===== src/rtl/jk_bank_arbiter.sv =====
// Round-robin arbiter sharing one JK-flop register bank between N requesters.
// Each edge, one eligible requester's LOAD/SET/CLEAR/TOGGLE is applied and a grant pulse is returned.
module jk_bank_arbiter #(
  parameter int unsigned N     = 2,
  parameter int unsigned W     = 4,
  parameter int unsigned CNT_W = 8,
  parameter logic [W-1:0] INIT = '0,
  localparam int unsigned ID_W = $clog2(N)
) (
  input  logic               clk,
  input  logic               rst,
  input  logic [N-1:0]       req,
  input  logic [2*N-1:0]     op,
  input  logic [N*W-1:0]     data,
  output logic [W-1:0]       q,
  output logic [N-1:0]       gnt,
  output logic [ID_W-1:0]    gnt_id,
  output logic [CNT_W-1:0]   op_count
);

  logic [ID_W-1:0] ptr;
  logic [N-1:0]    eligible;
  logic [N-1:0]    sel;
  logic            found;
  logic [ID_W-1:0] win;
  logic [ID_W-1:0] ptr_nxt;
  logic [W-1:0]    d;
  logic [1:0]      opsel;
  logic [W-1:0]    j;
  logic [W-1:0]    k;
  logic [W-1:0]    q_nxt;

  // Winner search: first eligible index at or above ptr, else first one below ptr.
  always_comb begin
    eligible = req & ~gnt;
    sel      = '0;
    found    = 1'b0;
    win      = '0;
    ptr_nxt  = ptr;
    d        = '0;
    opsel    = 2'b00;
    for (int i = 0; i < int'(N); i++) begin
      if (!found && eligible[i] && i >= int'(ptr)) begin
        found   = 1'b1;
        win     = ID_W'(i);
        ptr_nxt = (i == int'(N) - 1) ? '0 : ID_W'(i + 1);
        d       = data[W*i +: W];
        opsel   = op[2*i +: 2];
        sel[i]  = 1'b1;
      end
    end
    for (int i = 0; i < int'(N); i++) begin
      if (!found && eligible[i] && i < int'(ptr)) begin
        found   = 1'b1;
        win     = ID_W'(i);
        ptr_nxt = (i == int'(N) - 1) ? '0 : ID_W'(i + 1);
        d       = data[W*i +: W];
        opsel   = op[2*i +: 2];
        sel[i]  = 1'b1;
      end
    end
  end

  // J/K drive for the winning operation, then the JK characteristic equation.
  always_comb begin
    j = '0;
    k = '0;
    case (opsel)
      2'b00: begin j = d;  k = ~d; end
      2'b01: begin j = d;  k = '0; end
      2'b10: begin j = '0; k = d;  end
      default: begin j = d; k = d; end
    endcase
    q_nxt = (j & ~q) | (~k & q);
  end

  always_ff @(posedge clk) begin
    if (!rst) begin
      q        <= INIT;
      gnt      <= '0;
      gnt_id   <= '0;
      op_count <= '0;
      ptr      <= '0;
    end else begin
      gnt <= sel;
      if (found) begin
        q        <= q_nxt;
        gnt_id   <= win;
        ptr      <= ptr_nxt;
        op_count <= op_count + CNT_W'(1);
      end
    end
  end

endmodule


===== config.mk =====
export PLATFORM = sky130hd
export DESIGN_NAME = jk_bank_arbiter
export DESIGN_NICKNAME = d
export VERILOG_FILES = /design/src/rtl/jk_bank_arbiter.sv
export SDC_FILE = /design/constraint.sdc
export NUM_CORES = 1
export LEC_CHECK = 0
export ABC_AREA = 0
export CORE_MARGIN = 4
export CORE_UTILIZATION = 39
export DETAILED_ROUTE_END_ITERATION = 7
export PLACE_DENSITY = 0.74
export SYNTH_ARGS = -nofsm -noshare
export SYNTH_HDL_FRONTEND = slang
export SYNTH_SLANG_ARGS = --single-unit
export TNS_END_PERCENT = 10

===== constraint.sdc =====
create_clock -name clk -period 1.5 [get_ports clk]
set_clock_uncertainty 0.15 [all_clocks]
set_input_delay 0.3 -clock clk [delete_from_list [all_inputs] [get_ports clk]]
set_output_delay 0.3 -clock clk [all_outputs]
set_load 0.02 [all_outputs]

## Yosys cells after proc, flatten, opt, wreduce, memory -nomap -nowiden

Index checks and enable logic that the tools add are counted.

- Bitwise gates (word level): 8
- Reductions and logical operators: 9
- Add/subtract/negate cells: 1
- $lt $le $gt $ge: 2
- Mux-type cells: 17
- Eq/ne operators: 2

Operators by type and width:

| kind | number |
|---|---|
| 4-bit two-way mux | 4 |
| 4-bit NOT | 3 |
| 1-bit two-way mux | 9 |
| 8-bit by 1-bit adder with 8-bit output (second input constant) | 1 |
| 4-bit AND | 2 |
| 4-bit one-hot mux with 2 select lines | 1 |
| 2-bit two-way mux | 3 |
| 1-bit logical AND | 4 |
| 4-bit OR | 1 |
| 3-bit nonzero test | 1 |
| 2-bit AND | 1 |
| 2-bit by 1-bit equality test with 1-bit output (second input constant) | 1 |
| 2-bit equality test (second input constant) | 1 |
| 1-bit zero test | 2 |
| 2-bit zero test | 1 |
| 2-bit NOT | 1 |
| 2-bit AND reduction | 1 |
| 1-bit greater-or-equal comparator (first input constant) | 1 |
| 1-bit < comparator (first input constant) | 1 |

- Register bits: 16
- Logic and storage cells: 44
- Input bits: 16

## Depth between registers and ports, before layout

Gate-level depths: netlist of the first run.

- Depth in word-level cells: 16
- Depth in mapped cells: 6
- Gate-level depth less buffers: 5

## Worst setup path after synthesis of the first run

No wires, ideal clock.

- Path kind: flip-flop to flip-flop
- Start point: register gnt[1]
- End point: register q[0]
- Data arrival time: 1314 ps
- Clock period less this slack: 1581 ps
- Path slack: -81 ps
- Data required time: 1233 ps
- Setup time: 117 ps
- Stages on the path, launching flop included: 7
- Cells stage by stage: dfxtp_1 > nand2b_4 > buf_6 > nor3b_2 > a32o_1 > o21ai_1 > a22o_1

- Word-level cells in the longest chain between the ends: 13
- Elaborated cells between the ends (all ways): 22
- Those cells by class: eq/ne: 2; mux: 8; bitwise: 7; reduce/logical: 5

Ends and longest elaborated chain:

| element | RTL line | text |
|---|---|---|
| from (decl) | 16 | `output logic [N-1:0] gnt,` |
| from (signal assigned) | 85 | `gnt <= sel;` |
| 2-bit NOT * | 35 | `eligible = req & ~gnt;` |
| 2-bit AND * | 35 |  |
| 1-bit logical AND * | 43 | `if (!found && eligible[i] && i >= int'(ptr)) begin` |
| 1-bit two-way mux | 43 |  |
| 1-bit zero test | 53 | `if (!found && eligible[i] && i < int'(ptr)) begin` |
| 1-bit logical AND (2 in a row) | 53 |  |
| 2-bit two-way mux / 4-bit two-way mux (equally long branches) | 53 |  |
| 2-bit by 1-bit equality test with 1-bit output, or another cell as far along | 68 | `case (opsel)` |
| 4-bit one-hot mux with 2 select lines | 68 |  |
| 4-bit NOT | 74 | `q_nxt = (j & ~q) \| (~k & q);` |
| 4-bit AND | 74 |  |
| 4-bit OR | 74 |  |
| to (signal assigned) | 87 | `q <= q_nxt;` |
| to (decl) | 15 | `output logic [W-1:0] q,` |

Every way passes the cells marked *; elsewhere a longest branch is shown, timed or not.
A chain may end at the register's enable or synchronous reset.

## Worst setup path after layout of the first run

Same ends and word-level chain as after synthesis.

==> metrics, run 1 <==
HP Class register to register; post-synthesis compound-gate area fraction 0.1946; Reg-to-Reg Start gnt[1]; EDFF count, synth 0; vias in the first global route 931; fin. max-slew vios 0; Async S/R FF share, synth 0; worst slack, placed -0.5770 ns; pin count of the biggest net entering global routing 13; Worst Hold End q[2]; total power 1.105 mW; post-synthesis mux area share 0; hold depth 1; Post-Syn Nets 114; Slew @ Worst Pin about 0.24 ns; CP max FO 7; crit path from gnt[1]; Initial Utilization 0.4049; Sink Count 16; Leak 0.6583 nW; Top FF cell, synth dfxtp_1; CP Launch Type register; dpl cell area 0.001339 mm^2; Seq/Total Area, Yosys 0.3611; Reg2Reg Depth 5; Critical R2R Capture q[0]; WL per Instance around 14 um; Clock Latency Late Sink 0.29 ns; GRT Overall Usage 0.1646; Clock transition at path regs 0.10 ns; Max Cap Viol 0; Pre-antenna DRT Iters 4; Final WS setup -0.04196 ns; Final Setup Violations 4; Netlist cell types 32; Top-Level Pins 31; share of the synthesized area in the top cell type 0.3611; share of cells above drive strength 1 0.3082; min Tclk post-route 1.542 ns; Mapped Cells 97; Setup TNS -0.1090 ns; status finished, violations left; H-tree Lvls 1; Layout area overhead 58.53%; first-iteration detailed-routing DRC count 13; post-synth top area cell dfxtp_1; crit end category register; Setup Crit Path Kind register to register; Routed WL 2.357 mm; IO Port Bufs 30; chip width about 56 um; Netlist Area Pre-Place 887.1 um^2; Max Freq 0.6485 GHz; initial antenna violation count 0; final hold slack 0.3385 ns; Vert. Die Dim 55.69 um; Final period util 1.028; Relative slew margins 0.8429; first-pass GRT wire length roughly 4.2 mm; Clock Tree Buf Depth 2; Post-synth top cells 16 x dfxtp_1, 11 x nand3_1, 8 x and2_1, 8 x nand2_1, 8 x o21ai_1; FF+latch count, synth 16; final hold vios 0; CP Data Required Time 1.54 ns; DR vias/cell 4.994; die area 0.003101 mm^2; Placed Cells 169; most frequent cell after synthesis dfxtp_1; post-DP HPWL 1.795 mm; DRC viols 0; GRT Residual Overflow 0; Vias 869; Nets 164; Hold Path Origin q[2]; CTS tree yes; main combinational cell family by area after synthesis simple AND/OR/NAND/NOR gates; ANT cells 0; antenna-violating nets left 0; Worst VDD drop 467.7 uV; synthesized area per cell about 9.1 um^2; post-synthesis simple-gate area fraction 0.3272; Finished Core Util 0.6419; crit path DAT 1.58 ns; Synth Area in XOR/XNOR 0.06911; Cell Count, Final, Fillers Out 174; Reg2Reg Setup Slack -0.04 ns; Row Count 17; Placer Congestion 0.8587; Num CTS Buffers 3; failing checks setup timing; YS warnings 0; RSZ-0062 raised after global routing true; Area contributors post-synth dfxtp_1 36%, nand3_1 6.2%, and2_1 5.6%; Final Cell Area about 0.0014 mm^2; clock root cell clkbuf_4; Synth Area in Adders 0.01410; P per Cell Area 785.4 mW/mm^2; core area 0.002191 mm^2
## registers in the layout, indices dropped and copies added (netlist names)
signal,flops
gnt,2
gnt_id,1
op_count,8
ptr,1
q,4
## layer usage
layer / vias up / GRT usage / share of wire / wire length, um
li1: 449 / - / - / -
met1: 401 / 0.2053 / 0.45 / 1060
met2: 17 / 0.2889 / 0.51 / 1200
met3: 2 / 0.01392 / 0.032 / 75
met4: 0 / 0.06597 / 0.0089 / 21
met5: - / 0 / 0 / 0
## cells by family after synthesis
| group | after synthesis |
|---|---|
| buf+inv | 4 |
| compound gates | 23 |
| simple gates | 46 |
| flops | 16 |
| fa+ha+maj | 1 |
| xor+xnor | 7 |
## worst max-delay path by stage
stage                     depth (start not counted)          end  slack, ns
after floorplan                                   6  op_count[5]      -0.02
after global placement                            6         q[0]      -0.54
after detailed placement                          6         q[1]      -0.58
after CTS                                         5         q[0]      -0.05
after global routing                              5         q[3]      -0.13
final                                             5         q[0]      -0.04
## area by class of cell
cell class	count	area, um^2
Fill cell	198	784.5
Multi-Input combinational cell	77	583.1
Timing Repair Buffer	49	425.4
Sequential cell	16	326.6
Clock buffer	4	36.28
Tap cell	28	35.03
## placed cells by master, fill, tap and decap left out, types with 3 or more instances in the layout
| cell | instances |
|---|---|
| buf_4 | 17 |
| dfxtp_1 | 13 |
| clkdlybuf4s50_1 | 13 |
| dlygate4sd2_1 | 12 |
| nand3_1 | 11 |
| and2_1 | 8 |
| nand2_1 | 7 |
| o21ai_1 | 6 |
| xnor2_1 | 4 |
| xor2_1 | 3 |
| a32o_2 | 3 |
| a22o_1 | 3 |
| nor2b_1 | 3 |
| clkbuf_4 | 3 |
| clkdlybuf4s15_1 | 3 |
## power breakdown
group          internal [mW]  switching, mW  total (mW)  leakage [nW]
registers              0.456         0.0260       0.482         0.132
logic                  0.172          0.164       0.336         0.505
clock network          0.148          0.139       0.287        0.0210
total                  0.776          0.329        1.10         0.658
## critical path: stages, from the launching register on
cell	delay (ns)
dfxtp_4	0.36
and3b_2	0.34
nor2_8	0.07
a22oi_4	0.23
o21ai_1	0.08
a22o_1	0.22
## repair_timing
| action | 4_1_cts | 5_1_grt |
|---|---|---|
| endpoints found under the setup margin | 27 | 14 |
| hold buffers | 0 | 0 |
| gates resized for setup | 29 | 9 |
| pin swaps | 4 | 5 |
| buffers inserted | 1 | 0 |
Note: power is estimated with default switching activity, not from simulation.
==> inputs of run 2 (changes only) <==
--- a/config.mk
+++ b/config.mk
@@ -8,9 +8,10 @@
 export ABC_AREA = 0
 export CORE_MARGIN = 4
 export CORE_UTILIZATION = 39
+export CTS_CLUSTER_SIZE = 40
 export DETAILED_ROUTE_END_ITERATION = 7
 export PLACE_DENSITY = 0.74
 export SYNTH_ARGS = -nofsm -noshare
 export SYNTH_HDL_FRONTEND = slang
 export SYNTH_SLANG_ARGS = --single-unit
-export TNS_END_PERCENT = 10
+export TNS_END_PERCENT = 20
==> run 2 against run 1 <==
  * The flow still finishes with violations (setup timing)
  * First-iteration DRC count rose by 46%
  * Combinational power rose by 4%
  * Routed wire length rose by 3.3%
  * Total power grew 1.5%
  * Clock-buffer cell count unchanged
  * Die area unchanged
==> metrics, run 2 (synthesis gave the netlist of run 1 again) <==
Final period util 1.046 (+0.01809); fin. max-slew vios 0 (unchanged); ANT cells 0 (unchanged); Placer Congestion 0.8587 (unchanged); Relative slew margins 0.8341 (-0.008809); Top-Level Pins 31 (unchanged); GRT Residual Overflow 0 (unchanged); CP max FO 4 (-3); CTS tree yes; Filler Cell Count 187 (-5.6%); Setup TNS -0.1750 ns (-0.06597 ns); Max Freq 0.6373 GHz (-1.7%); total power 1.121 mW (+1.5%); register area 326.6 um^2 (unchanged); status finished, violations left; DRC viols 0 (unchanged); crit path DAT 1.61 ns (+0.03 ns); first-iteration detailed-routing DRC count 19 (+6); Clock Tree Buf Depth 2 (unchanged); Layout area overhead 63.47%; max reg flops 8 (unchanged); H-tree Lvls 1 (unchanged); die area 0.003101 mm^2 (unchanged); critical path, cell by cell nor3b_4, buf_6, nor3_1, o21ai_2, o21ai_1, a22o_1; P per Cell Area 772.9 mW/mm^2 (-1.6%); first-pass GRT wire length 4.153 mm (-0.50%); Leak 0.6751 nW (+2.6%); Clock Latency Late Sink 0.29 ns (about the same); Row Count 17 (unchanged); crit end category register; most flop-heavy register op_count; CP Buf/Inv Count 1 (+1); min Tclk post-route 1.569 ns (+0.02714 ns); share of cells above drive strength 1 0.3289 (+0.02064); WL per Instance 13.76 um (+1.6%); CP Data Required Time 1.54 ns (about the same); hold depth 1 (unchanged); Final Cell Area 0.001450 mm^2 (+3.1%); IO Port Bufs 30 (unchanged); Vias 903 (+3.9%); most frequent cells in the layout 20 x buf_4, 13 x dfxtp_1, 13 x clkdlybuf4s50_1, 12 x dlygate4sd2_1, 10 x nand3_1; post-DP HPWL 1.795 mm (unchanged); Num CTS Buffers 3 (unchanged); Worst VDD drop 483.0 uV (+3.3%); Sink Count 16 (unchanged); final hold vios 0 (unchanged); Reg2Reg Setup Slack -0.07 ns (-0.03 ns); Vert. Die Dim 55.69 um (unchanged); Final WS setup -0.06910 ns (-0.02714 ns); pin count of the biggest net entering global routing 13 (unchanged); Nets 167 (+1.8%); Hold Buf Count CTS 0 (unchanged); Pre-antenna DRT Iters 5 (+1); vias in the first global route 952 (+2.3%); Critical R2R Capture q[1]; Max Cap Viol 0 (unchanged); Hold Path Origin q[2]; core area 0.002191 mm^2 (unchanged); GRT Overall Usage 0.1627 (-0.001925); commonest non-fill, non-tap cell in the layout buf_4; antenna-violating nets left 0 (unchanged); failing checks setup timing; Final Setup Violations 4 (unchanged); CP delay by family, top compound AO/OA/AOI/OAI gates; Initial Utilization 0.4049 (unchanged); Reg-to-Reg Start ptr; Reg2Reg Depth 6 (+1); max incr delay on CP 0.35 ns (about the same); HP Class register to register; CP Launch Type register; DR vias/cell 5.102 (+2.2%); dpl cell area 0.001339 mm^2 (unchanged); Clock transition at path regs 0.10 ns (about the same); top flop regs op_count x8, q x4, gnt x2; area of the multi-input gates 599.3 um^2 (+2.8%); Slew @ Worst Pin 0.2488 ns (+0.01343 ns); worst slack, placed -0.5770 ns (unchanged); Setup Crit Path Kind register to register; Routed WL 2.435 mm (+3.3%); chip width 55.69 um (unchanged); initial antenna violation count 0 (unchanged); clock root cell clkbuf_4; Worst Hold End q[2]; slowest CP cell dfxtp_2; RSZ-0062 raised after global routing true; final hold slack 0.3399 ns (+0.001409 ns)
## run 2: metrics by stage
stage          utilization  cells
3_3_place_gp        0.6111    169
3_5_place_dp        0.6111    169
4_1_cts             0.6362    173
6_report            0.6619    177
5_1_grt             0.6619    177
2_1_floorplan            -     97
## run 2: worst max path at each step
stage / startpoint / endpoint / slack, ns / depth (start not counted)
after global routing: ptr / q[1] / -0.15 / 6
after floorplan: gnt[0] / op_count[5] / -0.02 / 6
after global placement: req[0] / q[0] / -0.54 / 6
after CTS: ptr / q[1] / -0.1 / 5
after detailed placement: req[0] / q[1] / -0.58 / 6
final: ptr / q[1] / -0.07 / 6
## run 2: area by class of cell
cell class              count  area share
multi-input cells          77      0.4133
repair buffers             52      0.3123
clock buffers               4     0.02502
flip-flops and latches     16      0.2252
well taps                  28     0.02416
## run 2: power breakdown
| group | internal [mW] | switching (mW) | total (mW) |
|---|---|---|---|
| Sequential | 0.456 | 0.0260 | 0.482 |
| Clock | 0.148 | 0.140 | 0.288 |
| Combinational | 0.181 | 0.170 | 0.351 |
## run 2: routing by layer
metal  global-route usage  wire length [um]
met1               0.1983              1124
met5                    0                 0
met4              0.07292                31
met2               0.2855              1228
met3              0.01624                51
## run 2: what timing repair did
action	in CTS	in global routing
buffers inserted	1	4
endpoints found under the setup margin	27	14
pin swaps	4	12
gates resized for setup	27	13
